File: config.mk
export PLATFORM = sky130hd
export DESIGN_NAME = adam_sd_arbiter
export DESIGN_NICKNAME = d
export VERILOG_FILES = /design/src/rtl/adam_sd_arbiter.sv
export SDC_FILE = /design/constraint.sdc
export NUM_CORES = 1
export LEC_CHECK = 0
export BUFFER_PORTS_ARGS = -buffer_cell sky130_fd_sc_hd__buf_2
export CAP_MARGIN = 30
export CORE_AREA = 2 2 89 91
export DETAILED_ROUTE_END_ITERATION = 12
export DIE_AREA = 0 0 91 93
export MAX_ROUTING_LAYER = met4
export PLACE_DENSITY_LB_ADDON = 0.08
export SKIP_LAST_GASP = 1
export SYNTH_ARGS = -nofsm -noshare
export SYNTH_HDL_FRONTEND = slang
export SYNTH_SLANG_ARGS = --single-unit
File: constraint.sdc
create_clock -name clk -period 2.38 [get_ports clk]
set_input_delay 0.476 -clock clk [delete_from_list [all_inputs] [get_ports clk]]
set_output_delay 0.476 -clock clk [all_outputs]
set_load 0.01 [all_outputs]
File: src/rtl/adam_sd_arbiter.sv
// Round-robin arbiter sharing one HPS SD block port between NUM_REQ sector-buffer requesters.
// Optional ISSUE watchdog enabled by defining ARB_TIMEOUT_EN.
module adam_sd_arbiter #(
    parameter int NUM_REQ   = 4,
    parameter int LBA_W     = 32,
    parameter int TIMEOUT_W = 24,
    localparam int IDX_W    = (NUM_REQ > 1) ? $clog2(NUM_REQ) : 1
) (
    input  logic                     clk,
    input  logic                     reset,
    input  logic [NUM_REQ*LBA_W-1:0] req_lba,
    input  logic [NUM_REQ-1:0]       req_rd,
    input  logic [NUM_REQ-1:0]       req_wr,
    output logic [NUM_REQ-1:0]       req_ack,
    output logic [NUM_REQ-1:0]       req_buff_wr,
    input  logic [NUM_REQ*8-1:0]     req_buff_din,
    output logic [NUM_REQ-1:0]       req_error,
    output logic [LBA_W-1:0]         sd_lba,
    output logic                     sd_rd,
    output logic                     sd_wr,
    input  logic                     sd_ack,
    input  logic                     sd_buff_wr,
    output logic [7:0]               sd_buff_din,
    output logic [IDX_W-1:0]         grant,
    output logic                     busy
);

    typedef enum logic [1:0] {IDLE, ISSUE, XFER, RELEASE} state_t;

    state_t             state, state_nxt;
    logic [IDX_W-1:0]   rr_ptr, sel_idx;
    logic               sel_vld;
    logic               tmo_hit;
    logic [NUM_REQ-1:0] pending;
    logic [LBA_W-1:0]   lba_arr [NUM_REQ];
    logic [7:0]         din_arr [NUM_REQ];

    assign pending = req_rd | req_wr;
    assign busy    = (state != IDLE);

    for (genvar i = 0; i < NUM_REQ; i++) begin : g_unpack
        assign lba_arr[i] = req_lba[i*LBA_W +: LBA_W];
        assign din_arr[i] = req_buff_din[i*8 +: 8];
    end

    // Scan downward so the pending index closest to rr_ptr is the last one written.
    always_comb begin
        sel_idx = '0;
        sel_vld = 1'b0;
        for (int k = NUM_REQ - 1; k >= 0; k--) begin
            if (pending[(int'(rr_ptr) + k) % NUM_REQ]) begin
                sel_idx = IDX_W'((int'(rr_ptr) + k) % NUM_REQ);
                sel_vld = 1'b1;
            end
        end
    end

    always_ff @(posedge clk) begin
        if (reset) state <= IDLE;
        else       state <= state_nxt;
    end

    always_comb begin
        state_nxt = state;
        case (state)
            IDLE:    if (sel_vld) state_nxt = ISSUE;
            ISSUE:   if (sd_ack) state_nxt = XFER;
                     else if (tmo_hit) state_nxt = RELEASE;
            XFER:    if (!sd_ack) state_nxt = RELEASE;
            RELEASE: if (!pending[grant]) state_nxt = IDLE;
            default: state_nxt = IDLE;
        endcase
    end

    // rr_ptr is moved past the winner at grant time, so a timed-out requester is skipped too.
    always_ff @(posedge clk) begin
        if (reset) begin
            sd_rd  <= 1'b0;
            sd_wr  <= 1'b0;
            sd_lba <= '0;
            grant  <= '0;
            rr_ptr <= '0;
        end else begin
            case (state)
                IDLE: if (sel_vld) begin
                    grant  <= sel_idx;
                    rr_ptr <= (sel_idx == IDX_W'(NUM_REQ - 1)) ? '0 : sel_idx + 1'b1;
                    sd_lba <= lba_arr[sel_idx];
                    sd_wr  <= req_wr[sel_idx];
                    sd_rd  <= ~req_wr[sel_idx];
                end
                ISSUE: if (sd_ack || tmo_hit) begin
                    sd_rd <= 1'b0;
                    sd_wr <= 1'b0;
                end
                default: ;
            endcase
        end
    end

    always_comb begin
        req_ack            = '0;
        req_buff_wr        = '0;
        req_ack[grant]     = sd_ack & ((state == ISSUE) || (state == XFER));
        req_buff_wr[grant] = sd_buff_wr & sd_ack;
        sd_buff_din        = din_arr[grant];
    end

`ifdef ARB_TIMEOUT_EN
    logic [TIMEOUT_W-1:0] tmo_cnt;

    assign tmo_hit = (state == ISSUE) && !sd_ack && (&tmo_cnt);

    always_ff @(posedge clk) begin
        if (reset) begin
            tmo_cnt   <= '0;
            req_error <= '0;
        end else begin
            req_error <= '0;
            if (state == IDLE)       tmo_cnt <= '0;
            else if (state == ISSUE) tmo_cnt <= tmo_cnt + 1'b1;
            if (tmo_hit) req_error[grant] <= 1'b1;
        end
    end
`else
    assign tmo_hit   = 1'b0;
    assign req_error = '0;
`endif

endmodule
==> Yosys cells after proc, flatten, opt, wreduce, memory -nomap -nowiden <==
Cells that the tools add are included.
{ "totals": {"regBits": 40, "inputBits": 172, "out_inout_bits": 57, "elab_cells": 91} }
{ "classes": {"addsub": 4, "order_cmp": 9, "n_eq_ne": 8, "n_mux": 42, "n_bitwise": 11, "reduce_logical": 11} }
{ "op_table": {"columns": ["cell", "n"], "rows": [
  ["$bmux 32 s2", 1],
  ["$mux 32", 2],
  ["$mux 2", 9],
  ["$mux 1", 17],
  ["$bmux 8 s2", 1],
  ["$mux 8", 2],
  ["$bmux 1 s2", 6],
  ["$lt 3x4->1 const B", 3],
  ["$lt 2x3->1 const B", 3],
  ["$and 4x4->4", 2],
  ["$ne 2x2->1 const B", 4],
  ["$pmux 2 s4", 1],
  ["$eq 2x2->1 const B", 3],
  ["$ge 3x3->1 const B", 2],
  ["$not 2->3", 2],
  ["$reduce_or 2->1", 3],
  ["$add 2x1->2 const B", 2],
  ["$add 2x2->2 const B", 2],
  ["$or 4x4->4", 1],
  ["$pmux 1 s2", 2],
  ["$reduce_and 4->1", 1],
  ["$reduce_bool 2->1", 2],
  ["$and 1x1->1 const A", 3],
  ["$reduce_and 3->1", 1],
  ["other kinds (9)", 10]
]} }

==> Depth between registers and ports, before layout <==
{ "logic_depth": {"word_depth": 15, "mapped_depth": 7, "ltp_nobuf": 7} }

==> Least setup slack after synthesis <==
OpenSTA, ideal clock, no wires.
{ "synth_path": {"kind": "input to register", "start": "in req_rd[1]", "end": "reg sd_lba[0]", "setup_ns": 0.117, "arrival_time_ns": 2.098, "t_required_ns": 2.263, "slack_ns": 0.165, "stages": 6, "n_path_buf": 1, "cell_sequence": "or2_2 > o311a_1 > nor2_1 > buf_2 > mux4_2 > a22o_1"} }
{ "synth_via": {"elab_chain_cells": 12, "elab_cells_between_ends": 25, "classes_between": "22 x mux; 2 x bitwise; 1 x reduce/logical"} }
{ "synth_lines": {"columns": ["element", "line", "source"], "rows": [
  ["start, declared", "12", "input logic [NUM_REQ-1:0] req_rd,"],
  ["$or 4x4->4 *", "38", "assign pending = req_rd | req_wr;"],
  ["$bmux 1 s2", "51", "if (pending[(int'(rr_ptr) + k) % NUM_REQ]) begin"],
  ["$mux 1 (not written as such) (2 in series)", "51", null],
  ["$mux 2 (4 in series)", "51", null],
  ["$not 2->3 (not written as such)", "88", "sd_lba <= lba_arr[sel_idx];"],
  ["$bmux 32 s2", "88", null],
  ["$mux 32 (not written as such) (2 in series)", "88", null],
  ["end signal, assigned", "88", null],
  ["end, declared", "18", "output logic [LBA_W-1:0] sd_lba,"]
]} }
Every way passes the cells marked *; elsewhere a longest branch is shown, timed or not. The select of a mux whose other input is x is not followed.
A chain may end at the register's enable or synchronous reset.

==> Worst setup path after layout <==
{ "layout_path": {"start": "reg rr_ptr[1]", "end": "reg sd_lba[19]"} }
{ "layout_via": {"elab_chain_cells": 12, "elab_cells_between_ends": 27, "classes_between": "3 x add/sub; 22 x mux; 1 x bitwise; 1 x reduce/logical"} }
{ "layout_lines": {"columns": ["element", "line", "source"], "rows": [
  ["start, declared", "31", "logic [IDX_W-1:0] rr_ptr, sel_idx;"],
  ["start signal, assigned", "87", "rr_ptr <= (sel_idx == IDX_W'(NUM_REQ - 1)) ? '0 : sel_idx + 1'b1;"],
  ["$add 2x2->2", "51, 52", null],
  ["$bmux 1 s2", "51", null],
  ["$mux 1 (not written as such) (2 in series)", "51", null],
  ["$mux 2 (4 in series)", "51", null],
  ["$not 2->3 (not written as such)", "88", null],
  ["$bmux 32 s2", "88", null],
  ["$mux 32 (not written as such) (2 in series)", "88", null]
]} }
Several ways; a longest one is shown, not always the timed one. The select of a mux whose other input is x is not followed.

==> parameters.txt <==
Parameter                              Value

Setup path
  Crit-path most repeated cell    o21a_1
  Arrival time of the worst setup path    2.39 ns
  Max stage delay on crit path    0.55 ns
  Gate family responsible for the most delay along the worst path    simple AND/OR/NAND/NOR gates
  Crit start category    register
  Critical path required time    2.56 ns
  Setup slack of the worst register-to-register path    0.17 ns
  Cell type of the slowest stage on the worst timing path    or3_2
  Reg-to-Reg End    sd_lba[19]
  Crit Reg-Reg Startpoint    rr_ptr[1]
  CP bufs+invs    1
  Crit path cell chain    o21a_1, o21a_1, or3_2, buf_12, mux4_1, a22o_1
  Critical path capture point type    register
  Maximum fanout along the worst path    21
  Kind of critical path    reg -> reg
  Length in cells of the worst reg-to-reg path    6

Timing
  Worst Tran Pin Value    0.601 ns
  Endpoints failing hold    0
  Unrepaired setup endpoints after global routing    false
  Setup violations, final    0
  Worst setup slack after layout    0.174 ns
  Worst rel slew slack    59.9%
  Max-slew violations    0
  Upper clock frequency limit    453 MHz
  Fin crit period    2.21 ns
  Post-route fraction of the period consumed by the critical path    92.7%
  Final setup skew    0.00552 ns

Routing
  First-pass iteration count of the detailed router    4
  Via density per instance    5.08
  Total length of routed wires    8250 microns
  Number of nets still failing antenna checks after routing    0
  First-iteration detailed-routing DRC count    93
  Average routed wire per standard cell    14.9 microns
  Via count    2,808
  Post-route DRC    0

CTS
  Clk_lat worst skew    0.29 ns
  Post-CTS Hold Fix Bufs    0
  Maximum clock insertion buffer count    2
  Cells resized by post-CTS repair    0
  H-tree lvl count    2
  CTS clock-pin slew for the worst setup and hold paths    0.08 ns
  TritonCTS sink count    40
  Clock Tree Root    clkbuf_8
  Buffer count from post-CTS setup fixing    0
  CTS Buf Count    5
  TritonCTS clock tree    built

Logic synthesis
  Number of standard cells after synthesis    219
  Count leader, synth    dfxtp_1
  Netlist area before placement    2660 sq um
  Number of synthesis warnings    0
  Top cells by area in the synthesized netlist    mux4_2 30%, dfxtp_1 30%, a22o_1 11%
  Post-synth EDFFs    0
  Most used standard cells in the synthesized netlist    40 x dfxtp_1, 36 x mux4_2, 32 x a22o_1, 23 x nor2_1, 11 x clkbuf_1
  Async set or reset register ratio after synthesis    0%
  Dominant register cell in the synthesized netlist    dfxtp_1
  Dominant cell type by area after synthesis    mux4_2
  Count of unique library cells instantiated by Yosys    35
  Avg Cell Area, Syn    12.2 sq um
  Part of the Yosys area used for sequential elements    30.1%
  Top cell type's share of synthesized area    30.5%
  Yosys reg bits    40

GRT
  Leftover overflow at the end of global routing    0
  Pin count of the biggest net entering global routing    23
  Global-route wire length before repair    12,900 microns
  Initial antenna violation count    0
  GR Util All Layers    19.5%
  Via count of the first global-routing pass    2,797

Pwr
  Power per cell area    1100 nW/um^2
  Peak VDD IR    418 uV
  Reported leakage power    2.04 nW
  Total design power    0.00452 W

Min path
  Hold/Removal Path Class    reg -> reg
  Worst min-delay path startpoint    sd_lba[30]
  Worst hold endpoint    sd_lba[30]
  Hold depth    1

Final layout
  Final design instance area without fill    4120 sq um
  Area growth from synthesis to layout    54.7%
  Multi-input combinational cell area    1720 sq um
  Filler instances    720
  Nets@finish    626
  Count of antenna diodes in the layout    0
  Register Area    801 sq um
  Fraction of layout cells with a size suffix above 1    65.4%

Floorplan
  Boundary Pins    229
  Starting utilization of the core area    35.4%
  Std-Cell Rows    32
  Die area    8460 sq um
  DIE WIDTH    91 microns
  Y dimension of the die    93 microns
  Core region area    7530 sq um

Outcome
  Run status    complete, no violations

Placement
  Cell area after placement    3990 sq um
  Final weighted congestion of routability-driven global placement    0.784
  Post-placement worst setup slack    -0.115 ns
  Number of port buffers    224
  Detailed-placement wirelength estimate    6890 microns

Run
  Max-cap violation count    0
## routing by layer
layer | global-route usage, % | routed length [microns] | share of wire, % | vias up
met5 | - | 0 | 0 | -
met4 | 5.05 | 150 | 1.8 | 0
met3 | 4.11 | 690 | 8.4 | 12
met2 | 35.8 | 4280 | 52 | 153
met1 | 21.5 | 3130 | 38 | 1307
li1 | - | - | - | 1336
## worst register-to-register path: cells and delay by family (launching register included)
| family | cells | cell delay (ns) |
|---|---|---|
| simple gates | 1 | 0.55 |
| mux | 1 | 0.48 |
| flops | 1 | 0.36 |
| buf+inv | 1 | 0.20 |
| compound gates | 3 | 0.52 |
## cell usage in the layout, fill, tap and decap left out, types with 2 or more instances in the layout
master    count
nor3_1        5
o211ai_1      2
a21oi_1       5
nor2_1       20
mux2i_1       2
ha_1          4
o21bai_1      2
or2_2         2
nor2_2        2
buf_2       224
nand2b_1      3
buf_4        14
buf_12        5
or3_1         2
nor2b_1       2
mux4_1        5
a2111o_1      2
clkbuf_8      7
inv_1         5
or4_1         2
dfxtp_1      40
nand2_1       9
o21a_1        3
conb_1        4
a22o_1       32
mux4_2       36
## state kept, by name (all words and copies together) (netlist names)
signal,count
rr_ptr,2
grant,2
sd_lba,32
sd_wr,1
state,2
sd_rd,1
## layout make-up
class	instances	share of cell area, %
multi-input cells	155	41.7
repair buffers	243	32.2
flip-flops and latches	40	19.4
well taps	102	3.10
clock buffers	7	2.34
clock inverters	1	0.729
inverters	5	0.456
## how the worst max path moves through the flow
stage,startpoint,to,cells after the start
global placement,req_rd[0],sd_lba[19],7
floorplan,req_rd[1],sd_lba[0],6
CTS,rr_ptr[1],sd_lba[19],6
global route,rr_ptr[1],sd_lba[21],6
detailed placement,req_rd[0],sd_lba[19],7
finish,rr_ptr[1],sd_lba[19],6
## stage by stage
stage	hold slack (ns)	std cells	util (%)	setup TNS, ns
floorplan	0.497	222	-	0
CTS	0.480	553	54.7	0
global route	0.499	553	54.7	0
global placement	0.453	545	53.0	-1.40
detailed placement	0.458	545	53.0	-1.97
finish	0.475	553	54.7	0
## power by group
group | switching, W | internal (W)
registers | 0.000192 | 0.000995
logic | 0.00125 | 0.00148
clock network | 0.000229 | 0.000370
## cell families (layout without fill, tap and decap cells)
family	Yosys count	in the layout	synth area share, %
other	1	4	0.141
AO/OA/AOI/OAI	53	53	16.5
adder cells (fa/ha/maj)	4	4	1.88
flip-flops	40	40	30.1
AND/OR/NAND/NOR	50	50	8.55
buffers and inverters	27	256	6.30
multiplexers	44	44	36.6
Power figures use the tool's default switching activity.
